File: src/rtl/traffic_light_monitor.sv
// traffic_light_monitor
//   On-chip checker that watches the r/y/g lamp outputs of the traffic light
//   controller and decodes them back into a phase. It checks the lamp
//   pattern (exactly one lamp lit), the phase order GREEN->YELLOW->RED->GREEN
//   and the dwell time of each phase against PHASE_CYCLES +/- TOL.
//   Two-stage pipeline: lamps are registered into s_q, then the tracking FSM
//   and all outputs are registered from the decode of s_q.
//
// Ports
//   clk          in   system clock, rising edge
//   rst          in   asynchronous active-low reset
//   r, y, g      in   red / yellow / green lamps from the controller
//   light        out  decoded phase: 0=RED 1=YELLOW 2=GREEN 3=none/illegal
//   light_valid  out  1 while the FSM is tracking a phase
//   phase_done   out  1-clk pulse on each legal lamp change
//   phase_count  out  number of phase_done pulses, wraps to 0
//   err_pattern  out  1-clk pulse for each sample without exactly one lamp lit
//   err_seq      out  1-clk pulse on an out-of-order lamp change
//   err_time     out  1-clk pulse when a dwell falls outside the window
//   err_flags    out  sticky {time,seq,pattern}      (TLM_STICKY_EN only)
//   clr_err      in   clears err_flags on next clock (TLM_STICKY_EN only)
//
// Build option: define TLM_STICKY_EN to add the sticky error flags.

module traffic_light_monitor #(
  parameter int unsigned PHASE_CYCLES = 27000002,
  parameter int unsigned TOL          = 2,
  parameter int unsigned CW           = 32,
  parameter int unsigned PCW          = 16
) (
  input  logic           clk,
  input  logic           rst,
  input  logic           r,
  input  logic           y,
  input  logic           g,
  output logic [1:0]     light,
  output logic           light_valid,
  output logic           phase_done,
  output logic [PCW-1:0] phase_count,
  output logic           err_pattern,
  output logic           err_seq,
  output logic           err_time
`ifdef TLM_STICKY_EN
  ,
  output logic [2:0]     err_flags,
  input  logic           clr_err
`endif
);

  typedef enum logic [1:0] {
    PH_RED    = 2'd0,
    PH_YELLOW = 2'd1,
    PH_GREEN  = 2'd2,
    PH_NONE   = 2'd3
  } phase_e;

  typedef enum logic {
    ST_SYNC  = 1'b0,
    ST_TRACK = 1'b1
  } state_e;

  localparam logic [CW-1:0] DW_LIMIT = CW'(PHASE_CYCLES + TOL + 1);
  localparam logic [CW-1:0] DW_MIN   = CW'(PHASE_CYCLES - TOL);

  logic [2:0]     s_q;
  state_e         state_q, state_d;
  phase_e         cur_q, cur_d;
  phase_e         code;
  logic [CW-1:0]  dwell_q, dwell_d;
  logic           first_q, first_d;
  logic           ovr_q, ovr_d;
  logic [1:0]     light_q, light_d;
  logic           valid_q, valid_d;
  logic           done_q, done_d;
  logic [PCW-1:0] count_q, count_d;
  logic           epat_q, epat_d;
  logic           eseq_q, eseq_d;
  logic           etime_q, etime_d;

  function automatic phase_e next_phase(input phase_e p);
    case (p)
      PH_GREEN:  next_phase = PH_YELLOW;
      PH_YELLOW: next_phase = PH_RED;
      PH_RED:    next_phase = PH_GREEN;
      default:   next_phase = PH_NONE;
    endcase
  endfunction

  always_comb begin
    case (s_q)
      3'b100:  code = PH_RED;
      3'b010:  code = PH_YELLOW;
      3'b001:  code = PH_GREEN;
      default: code = PH_NONE;
    endcase
  end

  always_comb begin
    state_d = state_q;
    cur_d   = cur_q;
    dwell_d = dwell_q;
    first_d = first_q;
    ovr_d   = ovr_q;
    light_d = light_q;
    valid_d = valid_q;
    count_d = count_q;
    done_d  = 1'b0;
    epat_d  = 1'b0;
    eseq_d  = 1'b0;
    etime_d = 1'b0;

    if (code == PH_NONE) begin
      epat_d  = 1'b1;
      state_d = ST_SYNC;
      light_d = PH_NONE;
      valid_d = 1'b0;
      first_d = 1'b1;
      dwell_d = '0;
      ovr_d   = 1'b0;
    end else if (state_q == ST_SYNC) begin
      state_d = ST_TRACK;
      cur_d   = code;
      dwell_d = CW'(1);
      first_d = 1'b1;
      ovr_d   = 1'b0;
      light_d = code;
      valid_d = 1'b1;
    end else if (code == cur_q) begin
      if (dwell_q != '1) dwell_d = dwell_q + CW'(1);
      // ovr_q remembers the overrun so it is reported once per phase
      if (dwell_d == DW_LIMIT && !ovr_q) begin
        etime_d = 1'b1;
        ovr_d   = 1'b1;
      end
    end else begin
      done_d  = 1'b1;
      count_d = count_q + PCW'(1);
      if (code != next_phase(cur_q)) eseq_d = 1'b1;
      // a phase entered from SYNC is partial, so its length is not judged
      if (!first_q && !ovr_q && dwell_q < DW_MIN) etime_d = 1'b1;
      cur_d   = code;
      dwell_d = CW'(1);
      first_d = 1'b0;
      ovr_d   = 1'b0;
      light_d = code;
    end
  end

  always_ff @(posedge clk or negedge rst) begin
    if (!rst) begin
      s_q     <= '0;
      state_q <= ST_SYNC;
      cur_q   <= PH_NONE;
      dwell_q <= '0;
      first_q <= 1'b1;
      ovr_q   <= 1'b0;
      light_q <= 2'd3;
      valid_q <= 1'b0;
      done_q  <= 1'b0;
      count_q <= '0;
      epat_q  <= 1'b0;
      eseq_q  <= 1'b0;
      etime_q <= 1'b0;
    end else begin
      s_q     <= {r, y, g};
      state_q <= state_d;
      cur_q   <= cur_d;
      dwell_q <= dwell_d;
      first_q <= first_d;
      ovr_q   <= ovr_d;
      light_q <= light_d;
      valid_q <= valid_d;
      done_q  <= done_d;
      count_q <= count_d;
      epat_q  <= epat_d;
      eseq_q  <= eseq_d;
      etime_q <= etime_d;
    end
  end

  assign light       = light_q;
  assign light_valid = valid_q;
  assign phase_done  = done_q;
  assign phase_count = count_q;
  assign err_pattern = epat_q;
  assign err_seq     = eseq_q;
  assign err_time    = etime_q;

`ifdef TLM_STICKY_EN
  logic [2:0] flags_q, flags_d;

  // a new error pulse overrides a simultaneous clear
  always_comb begin
    flags_d = (clr_err ? 3'b000 : flags_q) | {etime_d, eseq_d, epat_d};
  end

  always_ff @(posedge clk or negedge rst) begin
    if (!rst) flags_q <= '0;
    else      flags_q <= flags_d;
  end

  assign err_flags = flags_q;
`endif

endmodule

File: config.mk
export PLATFORM = sky130hd
export DESIGN_NAME = traffic_light_monitor
export DESIGN_NICKNAME = d
export VERILOG_FILES = /design/src/rtl/traffic_light_monitor.sv
export SDC_FILE = /design/constraint.sdc
export NUM_CORES = 1
export LEC_CHECK = 0
export ABC_CLOCK_PERIOD_IN_PS = 7780
export CAP_MARGIN = 20
export CORE_ASPECT_RATIO = 1.2
export CORE_UTILIZATION = 46
export DETAILED_ROUTE_END_ITERATION = 6
export GPL_TIMING_DRIVEN = 0
export MAX_ROUTING_LAYER = met4
export PLACE_DENSITY_LB_ADDON = 0.15
export SLEW_MARGIN = 20
export SYNTH_ARGS = -nofsm -noshare
export SYNTH_HDL_FRONTEND = slang
export SYNTH_SLANG_ARGS = --single-unit
File: constraint.sdc
create_clock -name clk -period 7.78 [get_ports clk]
set_input_delay 1.556 -clock clk [delete_from_list [all_inputs] [get_ports clk]]
set_output_delay 1.556 -clock clk [all_outputs]
set_load 0.02 [all_outputs]
==> flow_metrics.tcl <==
set metrics [dict create \
    max_stage_delay_ns 0.59 \
    avgSynthCellArea_um2 9.09 \
    ys_seq_area_share_pct 44.2 \
    drive_above_1_share_pct 9.82 \
    cp_slowest_cell "clkdlybuf4s50_1" \
    postCtsHoldBufs 0 \
    cp.depth 1 \
    min-delay-path-class "register to register" \
    worstMarginPinSlew_ns 0.823 \
    core_mm2 0.00740 \
    final_util_pct 56.5 \
    initial_utilization_pct 48.4 \
    slew-limit-headroom_pct 44.7 \
    ys_ff_latch 63 \
    synth_common_cells "dfrtp_1, nor2_1, nand2_1" \
    max_freq_ghz 0.331 \
    ir_drop_mv 0.187 \
    die_h_um 98.7 \
    setup_tns_ns 0 \
    yosys_warnings 0 \
    crit_family "buffers and inverters" \
    postCtsSetupRepairBufs 0 \
    place.gp.congestion 0.875 \
    cts.sinks 63 \
    swShare_pct 27.3 \
    cts_max_path_buffers 2 \
    nNetsFinal 442 \
    ys_types 57 \
    syn-num-nets 403 \
    min_from "phase_count[6]" \
    hold_depth 1 \
    final_cells 528 \
    drv_cap 0 \
    first_pass_iters 4 \
    antenna_found_initial 0 \
    worstPathArrival_ns 1.46 \
    dp_hpwl_mm 5.92 \
    clk_pin_slew_ns 0.07 \
    io_pins 28 \
    fillers 707 \
    yosys.area.top_type "dfrtp_1" \
    wl_per_cell_um 15.4 \
    synth.most_common_cell "dfrtp_1" \
    period_needed_ns 3.02 \
    status "finished, final reports clean" \
    vias 2969 \
    synth_top_area_share_pct 40.5 \
    cellLeakagePower_nw 1.64 \
    reg2reg_slack_ns 4.77 \
    row_count 34 \
    criticalPathCategory "register to output port" \
    cp.required_ns 6.22 \
    area_growth_syn_to_layout_pct 16.8 \
    clockPowerShare_pct 37.2 \
    cp_max_fo 2 \
    setup_viol 0 \
    cts_resized 0 \
    p_int_mw 0.539 \
    drt_wl_total_mm 8.14 \
    fp.dieW_um 82.6 \
    final-seq-area_mm2 0.00158 \
    numCtsBuffers 9 \
    cts_root_buf "clkbuf_8" \
    multi_input_area_mm2 0.00186 \
    htreeDepth 3 \
    synth-async-reset-ratio_pct 100 \
    die-area_mm2 0.00815 \
    p_sw_mw 0.202 \
    ys_top_cells_by_area "dfrtp_1, xnor2_1, nor2_1, xor2_1, dfstp_2" \
    synth-main-ff-cell "dfrtp_1" \
    r2r_start "dwell_q[16]" \
    p_per_area_mw_per_mm2 177 \
    drt_iter0_markers 161 \
    grt_pass1_vias 2842 \
    diodes 0 \
    finalCritPeriodShare_pct 38.8 \
    crit_chain "clkdlybuf4s50_1" \
    io_buffers 27 \
    worst_clock_skew_ns 0.00892 \
    r2r_cells 10 \
    drv_slew 0 \
    postRouteAntennaNets 0 \
    grt_pass1_wl_mm 13.5 \
    clk_latency_ns 0.34 \
    via_per_inst 5.62 \
    start_kind "register" \
    syn_inst 394 \
    drc 0 \
    hold_end "phase_count[6]" \
    cts_tree "done" \
    r2r_end "err_time" \
    synth_edf_count 0 \
    crit_path_end_kind "output port" \
    rsz0062_at_grt "false" \
    grt-ovfl-total 0 \
    dp.cells 512 \
    finalHoldViolations 0 \
    seq_power_share_pct 49.4 \
    grt_max_degree 47 \
    syn_area_mm2 0.00358 \
    grt_usage_pct 22.5 \
    p_comb_share_pct 13.4 \
    crit_buf_inv 1 \
]
per-layer routing:
layer | track usage [%] | share of wire (%) | vias up
li1 | - | - | 1460
met1 | 27.0 | 46 | 1434
met2 | 36.6 | 49 | 58
met3 | 4.07 | 3.5 | 17
met4 | 9.55 | 1.9 | 0
met5 | - | 0 | -
cells in the final DEF, fill, tap and decap left out, types with 5 or more instances in the layout:
cell type,count
dfrtp_1,58
nor2_1,54
nand2_1,34
xnor2_1,31
clkdlybuf4s50_1,26
nand3_1,18
nand4_1,18
nor3_1,17
xor2_1,16
clkbuf_1,14
a21oi_1,12
inv_1,11
and3_1,9
clkbuf_8,9
buf_2,8
o21ai_0,8
or3_1,5
and2_1,5
dfstp_2,5
sequential cells by signal, summed over array words and instances (netlist names), 2 cells and up:
name,count
dwell_q,32
phase_count,16
s_q,3
cur_q,2
light,2
power groups by stage:
stage               clock network (mW)  logic, mW  registers, mW
finish                           0.276     0.0991          0.366
global route                     0.297      0.110          0.369
CTS                              0.284      0.100          0.366
detailed placement                   0      0.100          0.371
global placement                     0     0.0953          0.371
floorplan                            0     0.0408          0.383
per-stage QoR:
| stage | cell area (um^2) | setup WS, ns | hold WS, ns | power (mW) |
|---|---|---|---|---|
| global placement | 3970 | 3.11 | 0.463 | 0.466 |
| floorplan | 3580 | 5.31 | 0.475 | 0.424 |
| detailed placement | 4000 | 4.80 | 0.474 | 0.471 |
| CTS | 4190 | 4.74 | 0.491 | 0.750 |
| global route | 4190 | 4.57 | 0.515 | 0.775 |
| finish | 4190 | 4.76 | 0.484 | 0.741 |
cell type report:
class                      instances  share of cell area (%)
clock inverter                     6                    1.46
sequential                        63                    37.8
timing repair buffer              28                    7.06
buffer                            23                    2.57
inverter                          11                   0.987
tap                               90                    2.69
multi-input combinational        297                    44.4
clock buffer                      10                    3.05
kinds of logic (layout without fill, tap and decap cells):
group | Yosys count | count (layout) | share of synthesized area (%)
and+or+nand+nor | 194 | 194 | 28.5
DFF | 63 | 63 | 44.2
xor gates and xnor gates | 47 | 47 | 11.5
AOI/OAI and AO/OA | 46 | 46 | 8.56
buffers and inverters | 34 | 78 | 4.16
adders and majority gates | 5 | 5 | 1.68
muxes | 5 | 5 | 1.43
how the worst max path moves through the flow:
| stage | start | to | slack [ns] |
|---|---|---|---|
| final | light[0] | light[0] | 4.76 |
| after global routing | dwell_q[10] | err_time | 4.57 |
| after CTS | light[0] | light[0] | 4.74 |
| after detailed placement | dwell_q[16] | err_time | 4.80 |
| after global placement | rst | phase_count[10] | 3.11 |
| after floorplan | dwell_q[10] | err_time | 5.31 |
Note: power is estimated with default switching activity, not from simulation.
